`config.mk`:
```
export PLATFORM = sky130hd
export DESIGN_NAME = ext_pipe
export DESIGN_NICKNAME = d
export VERILOG_FILES = /design/src/rtl/ext_pkg.sv /design/src/rtl/ext_core.sv /design/src/rtl/ext_pipe.sv
export SDC_FILE = /design/constraint.sdc
export NUM_CORES = 1
export LEC_CHECK = 0
export ABC_CLOCK_PERIOD_IN_PS = 4050
export CAP_MARGIN = 20
export CELL_PAD_IN_SITES_DETAIL_PLACEMENT = 1
export CELL_PAD_IN_SITES_GLOBAL_PLACEMENT = 2
export CORE_MARGIN = 2
export CORE_UTILIZATION = 38
export DETAILED_ROUTE_END_ITERATION = 8
export PLACE_DENSITY = 0.86
export SETUP_SLACK_MARGIN = 0.5
export SYNTH_ARGS = -nofsm -noshare
export SYNTH_HDL_FRONTEND = slang
export SYNTH_SLANG_ARGS = --single-unit
```
`constraint.sdc`:
```
create_clock -name clk -period 4.05 [get_ports clk]
set_input_delay 0.81 -clock clk [delete_from_list [all_inputs] [get_ports clk]]
set_output_delay 0.81 -clock clk [all_outputs]
set_load 0.05 [all_outputs]
```
`src/rtl/ext_pkg.sv`:
```
// ext_pkg: shared immediate-extension mode encodings.
// Used by ext_core and by any decoder driving ext_op.
package ext_pkg;

    localparam int EXT_OP_W = 3;

    localparam logic [EXT_OP_W-1:0] EXT_SIGN   = 3'd0;
    localparam logic [EXT_OP_W-1:0] EXT_ZERO   = 3'd1;
    localparam logic [EXT_OP_W-1:0] EXT_UPPER  = 3'd2;
    localparam logic [EXT_OP_W-1:0] EXT_BRANCH = 3'd3;
    localparam logic [EXT_OP_W-1:0] EXT_ZSHL2  = 3'd4;

endpackage

```
`src/rtl/ext_core.sv`:
```
// ext_core: combinational immediate extender.
// Ports: imm (IMM_W), ext_op (mode) -> result (DATA_W); ops 5..7 give 0.
module ext_core
    import ext_pkg::*;
#(
    parameter int IMM_W  = 16,
    parameter int DATA_W = 32
) (
    input  logic [IMM_W-1:0]    imm,
    input  logic [EXT_OP_W-1:0] ext_op,
    output logic [DATA_W-1:0]   result
);

    localparam int PAD = DATA_W - IMM_W;

    logic [DATA_W-1:0] sext;
    logic [DATA_W-1:0] zext;

    assign sext = {{PAD{imm[IMM_W-1]}}, imm};
    assign zext = {{PAD{1'b0}}, imm};

    always_comb begin
        result = '0;
        case (ext_op)
            EXT_SIGN:   result = sext;
            EXT_ZERO:   result = zext;
            EXT_UPPER:  result = {imm, {PAD{1'b0}}};
            EXT_BRANCH: result = sext << 2;
            EXT_ZSHL2:  result = zext << 2;
            default:    result = '0;
        endcase
    end

endmodule

```
`src/rtl/ext_pipe.sv`:
```
// ext_pipe: registered immediate-extension stage with a 2-entry skid buffer.
// Ports: clk, reset (async, active-low), flush; in_valid/in_ready/imm/ext_op/in_tag;
//        out_valid/out_ready/out_data/out_tag; occupancy (entries held).
module ext_pipe
    import ext_pkg::*;
#(
    parameter int IMM_W  = 16,
    parameter int DATA_W = 32,
    parameter int TAG_W  = 32
) (
    input  logic                clk,
    input  logic                reset,
    input  logic                flush,
    input  logic                in_valid,
    output logic                in_ready,
    input  logic [IMM_W-1:0]    imm,
    input  logic [EXT_OP_W-1:0] ext_op,
    input  logic [TAG_W-1:0]    in_tag,
    output logic                out_valid,
    input  logic                out_ready,
    output logic [DATA_W-1:0]   out_data,
    output logic [TAG_W-1:0]    out_tag,
    output logic [1:0]          occupancy
);

    typedef struct packed {
        logic [DATA_W-1:0] data;
        logic [TAG_W-1:0]  tag;
    } ent_t;

    ent_t              m_q;
    ent_t              s_q;
    ent_t              in_ent;
    logic              m_v;
    logic              s_v;
    logic [DATA_W-1:0] ext_res;
    logic              in_xfer;
    logic              drain;

    ext_core #(
        .IMM_W  (IMM_W),
        .DATA_W (DATA_W)
    ) u_core (
        .imm    (imm),
        .ext_op (ext_op),
        .result (ext_res)
    );

    // Ready depends only on flops (and reset), never on out_ready.
    assign in_ready = reset & ~s_v;
    assign in_xfer  = in_valid & in_ready;
    // M can take a new entry when empty or handing its entry off.
    assign drain    = ~m_v | out_ready;
    assign in_ent   = '{data: ext_res, tag: in_tag};

    always_ff @(posedge clk or negedge reset) begin
        if (!reset) begin
            m_v <= 1'b0;
            s_v <= 1'b0;
            m_q <= '0;
            s_q <= '0;
        end else if (flush) begin
            m_v <= 1'b0;
            s_v <= 1'b0;
        end else if (drain) begin
            if (s_v) begin
                m_q <= s_q;
                m_v <= 1'b1;
                s_v <= in_xfer;
                if (in_xfer) s_q <= in_ent;
            end else begin
                m_v <= in_xfer;
                if (in_xfer) m_q <= in_ent;
            end
        end else if (in_xfer) begin
            s_v <= 1'b1;
            s_q <= in_ent;
        end
    end

    assign out_valid = m_v;
    assign out_data  = m_q.data;
    assign out_tag   = m_q.tag;
    assign occupancy = {1'b0, m_v} + {1'b0, s_v};

endmodule

```
; Word level (Yosys, flattened, before mapping)
; Cells that the tools add are included.
; Widths: inputs -> output; s select.
[totals]
out_inout_bits = 68
elab_cells = 37
ff_bits = 130
[op_classes]
n_eq_ne = 5
n_mux = 13
n_addsub = 1
n_bitwise = 6
n_reduce_logical = 6
[op_table]
columns = cell, count
row1 = $mux 64, 5
row2 = $pmux 32 s5, 1
row3 = $mux 1, 7
row4 = $eq 3x2->1 const B, 2
row5 = $reduce_bool 2->1, 2
row6 = $eq 3x1->1 const B, 1
row7 = $eq 3x3->1 const B, 1
row8 = $logic_not 3->1, 1
row9 = $not 1->1, 3
row10 = $reduce_and 3->1, 1
row11 = $reduce_bool 3->1, 1
row12 = $add 1x1->2, 1
row13 = $and 1x1->1, 2
row14 = $ne 2x2->1 const B, 1
row15 = $reduce_and 2->1, 1
row16 = $or 1x1->1, 1

; Longest topological paths before layout
[logic_depth]
depth_word = 6
ltp_mapped = 6

; By module
; Synthesis repeated with hierarchy kept, for this count alone.
[hier_totals]
hier_cells = 435
hier_area_um2 = 6346.1
[modules_own_cells]
columns = module, seq_area_each_um2, instances, area_each_um2, cells_per_inst
row1 = ext_pipe, 3253.1, 1, 5625.4, 352
row2 = ext_core, 0.0, 1, 720.7, 83

; Worst setup path after synthesis
; No wires, ideal clock.
[synth_timing]
path_type = register to output
from = register s_v
to = output port in_ready
stages_incl_launch_ff = 5
path_slack_ps = 1621
t_required_ps = 3240
t_arrival_ps = 1619
path_cell_list = dfrtp_1 -> buf_4 -> buf_4 -> buf_4 -> nor2b_1
[synth_via]
elab_chain_len = 2
[synth_rtl]
columns = element, line
row1 = from (decl), ext_pipe.sv:35  ; logic s_v;
row2 = from (signal assigned), ext_pipe.sv:69  ; s_v <= in_xfer;
row3 = $not 1->1, ext_pipe.sv:50  ; assign in_ready = reset & ~s_v;
row4 = $and 1x1->1, ext_pipe.sv:50
row5 = to (decl), ext_pipe.sv:15  ; output logic in_ready,
; Every way passes these cells.

; Worst setup path after layout
[layout_timing]
from = register s_v
to = output port occupancy[1]
[layout_via]
elab_chain_len = 1
[layout_rtl]
columns = element, line
row1 = $add 1x1->2, ext_pipe.sv:84  ; assign occupancy = {1'b0, m_v} + {1'b0, s_v};
row2 = to (decl), ext_pipe.sv:23  ; output logic [1:0] occupancy
; Every way passes these cells.

==> flow_summary.toml <==
[finish]
finalNonFillerCells = 860
antennaDiodeCount = 0
drive_gt1_share_pct = 20.9
final_core_util_pct = 50.7
layout_common_cells = "dfrtp_1, clkdlybuf4s50_1, mux2_2, mux2_1"
final_nets = 684
layout_commonest_cell = "dfrtp_1"
area_growth_pct = 30.1

[cts]
path_clk_slew_ns = 0.06
cts_buffer_depth = 2
cts_max_level = 4
tritoncts = "yes"
postCtsSetupRepairBufs = 0
ctsResizeCount = 0
cts-root-buf = "clkbuf_16"
clk_latency_ns = 0.42
ctsHoldBuffers = 0
cts_num_sinks = 130
cts_buffers = 17

[synthesis]
synth_area_um2 = 6480
ys_seq_area_share_pct = 50.2
yosys_warnings = 0
synth_seq_cells = 130
synth_cell_type_count = 44
synthCells = 519
synth_fp_nets = 576
syn_avg_cell_area_um2 = 12.5

[grt]
grt_overflow = 0
grt_pass1_vias = 5356
grt_first_pass_wirelength_mm = 30.1
grt_start_max_net_pins = 61
grt_antenna_before_repair = 0
grt_util_all_layers_pct = 21.5

[flow_run]
cap_violations = 0

[placement]
hpwl_mm = 12.1
gp_congestion = 0.776
port_buffers = 123
place_worst_setup_slack_ns = 0.966
place_inst = 828

[sta]
max_freq_mhz = 314
slew_headroom_pct = 38.9
rsz0062_at_grt = "false"
worstMarginPinSlew_ns = 0.916
skew_ns = 0.00664
hold_viol = 0
min_period_ns = 3.19
timing.hold.ws_ns = 0.250
period_share_pct = 78.7
slew_violations = 0
tns_ns = 0
fin_ws_ns = 0.863
setup_violations = 0

[floorplan]
fp.dieW_um = 135
die-area_um2 = 18100
fp.dieH_um = 135
io_pins = 124
start_util_pct = 38.9
rows = 47
core_um2 = 16600

[power]
p_leak_nw = 3.48
vdd_drop_max_mv = 0.331
p_per_area_nw_per_um2 = 527

[critical_path]
crit_type = "flop to primary output"
critPathArrivalTime_ns = 2.38
cp.required_ns = 3.24
path_buf_inv = 1
end_kind = "primary output"
critPathLaunchType = "flop"
cp_cell_sequence = "ha_1 > clkdlybuf4s50_1"
slowest_delay_ns = 0.87
cp_top_family = "flip-flops"
critical_path.max_fanout = 38
crit_slowest_cell = "dfrtp_2"

[routing]
antenna_left = 0
viasPerCell = 5.55
vias = 4774
wl_per_cell_um = 21.4
drc_errors = 0
dr.first_iter.drc_count = 196
wl_mm = 18.4
firstDrtPassIters = 4

[status]
outcome = "finished, final reports clean"

[hold_path]
min_path_type = "input pin to asynchronous set/reset pin"
-- registers in the layout, indices dropped and copies added (netlist names) --
name and count:
out_data 32, out_tag 32, out_valid 1, s_q 64
s_v 1
-- cells by family after synthesis --
logic type / count (synthesis) / synth area share, %
compound gates: 95 / 11.0
fa+ha+maj: 1 / 0.193
flops: 130 / 50.2
mux: 146 / 24.8
simple gates: 67 / 7.80
buf+inv: 80 / 5.99
-- report_power, final --
group | total, mW | internal (mW) | switching [mW]
Clock | 1.59 | 0.973 | 0.617
Sequential | 1.68 | 1.54 | 0.139
Combinational | 1.18 | 0.444 | 0.734
-- routing by layer --
layer	vias to the layer above	track usage, %	wire (um)
met1	2449	26.9	7790
met3	33	4.92	909
met5	-	0	0
met2	128	36.3	9360
li1	2164	-	-
met4	0	7.89	362
-- metrics by stage --
stage | power (mW) | area, um2
after detailed placement | 2.87 | 7820
after global placement | 2.83 | 7820
after floorplan | 2.40 | 6480
after global routing | 4.63 | 8430
after CTS | 4.49 | 8430
final | 4.45 | 8430
-- synth_stat cells --
cell,n,area share [%]
and2_1,3,0.29
nor2_2,1,0.097
inv_2,2,0.12
clkbuf_1,20,1.2
nor4bb_1,10,1.5
a22o_1,2,0.27
and2b_1,1,0.12
buf_6,4,0.70
o221ai_1,1,0.14
o211ai_1,27,3.1
mux2i_1,30,4.6
and3b_1,1,0.14
nor2b_1,2,0.19
ha_1,1,0.19
nor4b_2,1,0.23
nand4_1,27,2.6
a21oi_1,14,1.1
buf_4,11,1.3
buf_2,13,1.0
nor2_1,2,0.12
mux2_2,71,12
a21oi_2,1,0.14
inv_1,30,1.7
mux2_1,45,7.8
or3_1,1,0.097
o31ai_1,29,3.4
a211o_1,1,0.14
or4b_1,1,0.15
or4bb_1,1,0.17
o2111ai_1,1,0.14
and4_1,1,0.14
o22ai_1,1,0.097
nor2b_2,1,0.14
nor3_4,1,0.25
a221oi_1,12,1.6
nand2_1,3,0.17
and4bb_2,4,0.77
nor3_1,1,0.077
nand2b_1,4,0.39
a31o_2,2,0.27
a221oi_2,1,0.23
a2111oi_0,3,0.41
dfrtp_1,130,50
nor3b_1,1,0.12
-- path summary, 6_finish.rpt --
kind,from,to,slack [ns],cells past startpoint
worst max-delay path,s_v,occupancy[1],0.86,2
worst min-delay path,reset,out_tag[22],0.25,1
worst max register to register,s_v,s_q[57],1.50,4
worst min register to register,s_q[6],s_q[6],0.48,1
max in group asynchronous,reset,s_v,2.34,3
min in group clk,s_q[6],s_q[6],0.48,1
-- final cells by class --
class	instances	area (um2)
Clock buffer	17	425
Clock inverter	15	183
Fill cell	1697	8210
Inverter	32	120
Multi-Input combinational cell	309	2840
Sequential cell	130	3250
Tap cell	220	275
Timing Repair Buffer	137	1330
No activity file was read; power rests on OpenSTA's default activity.
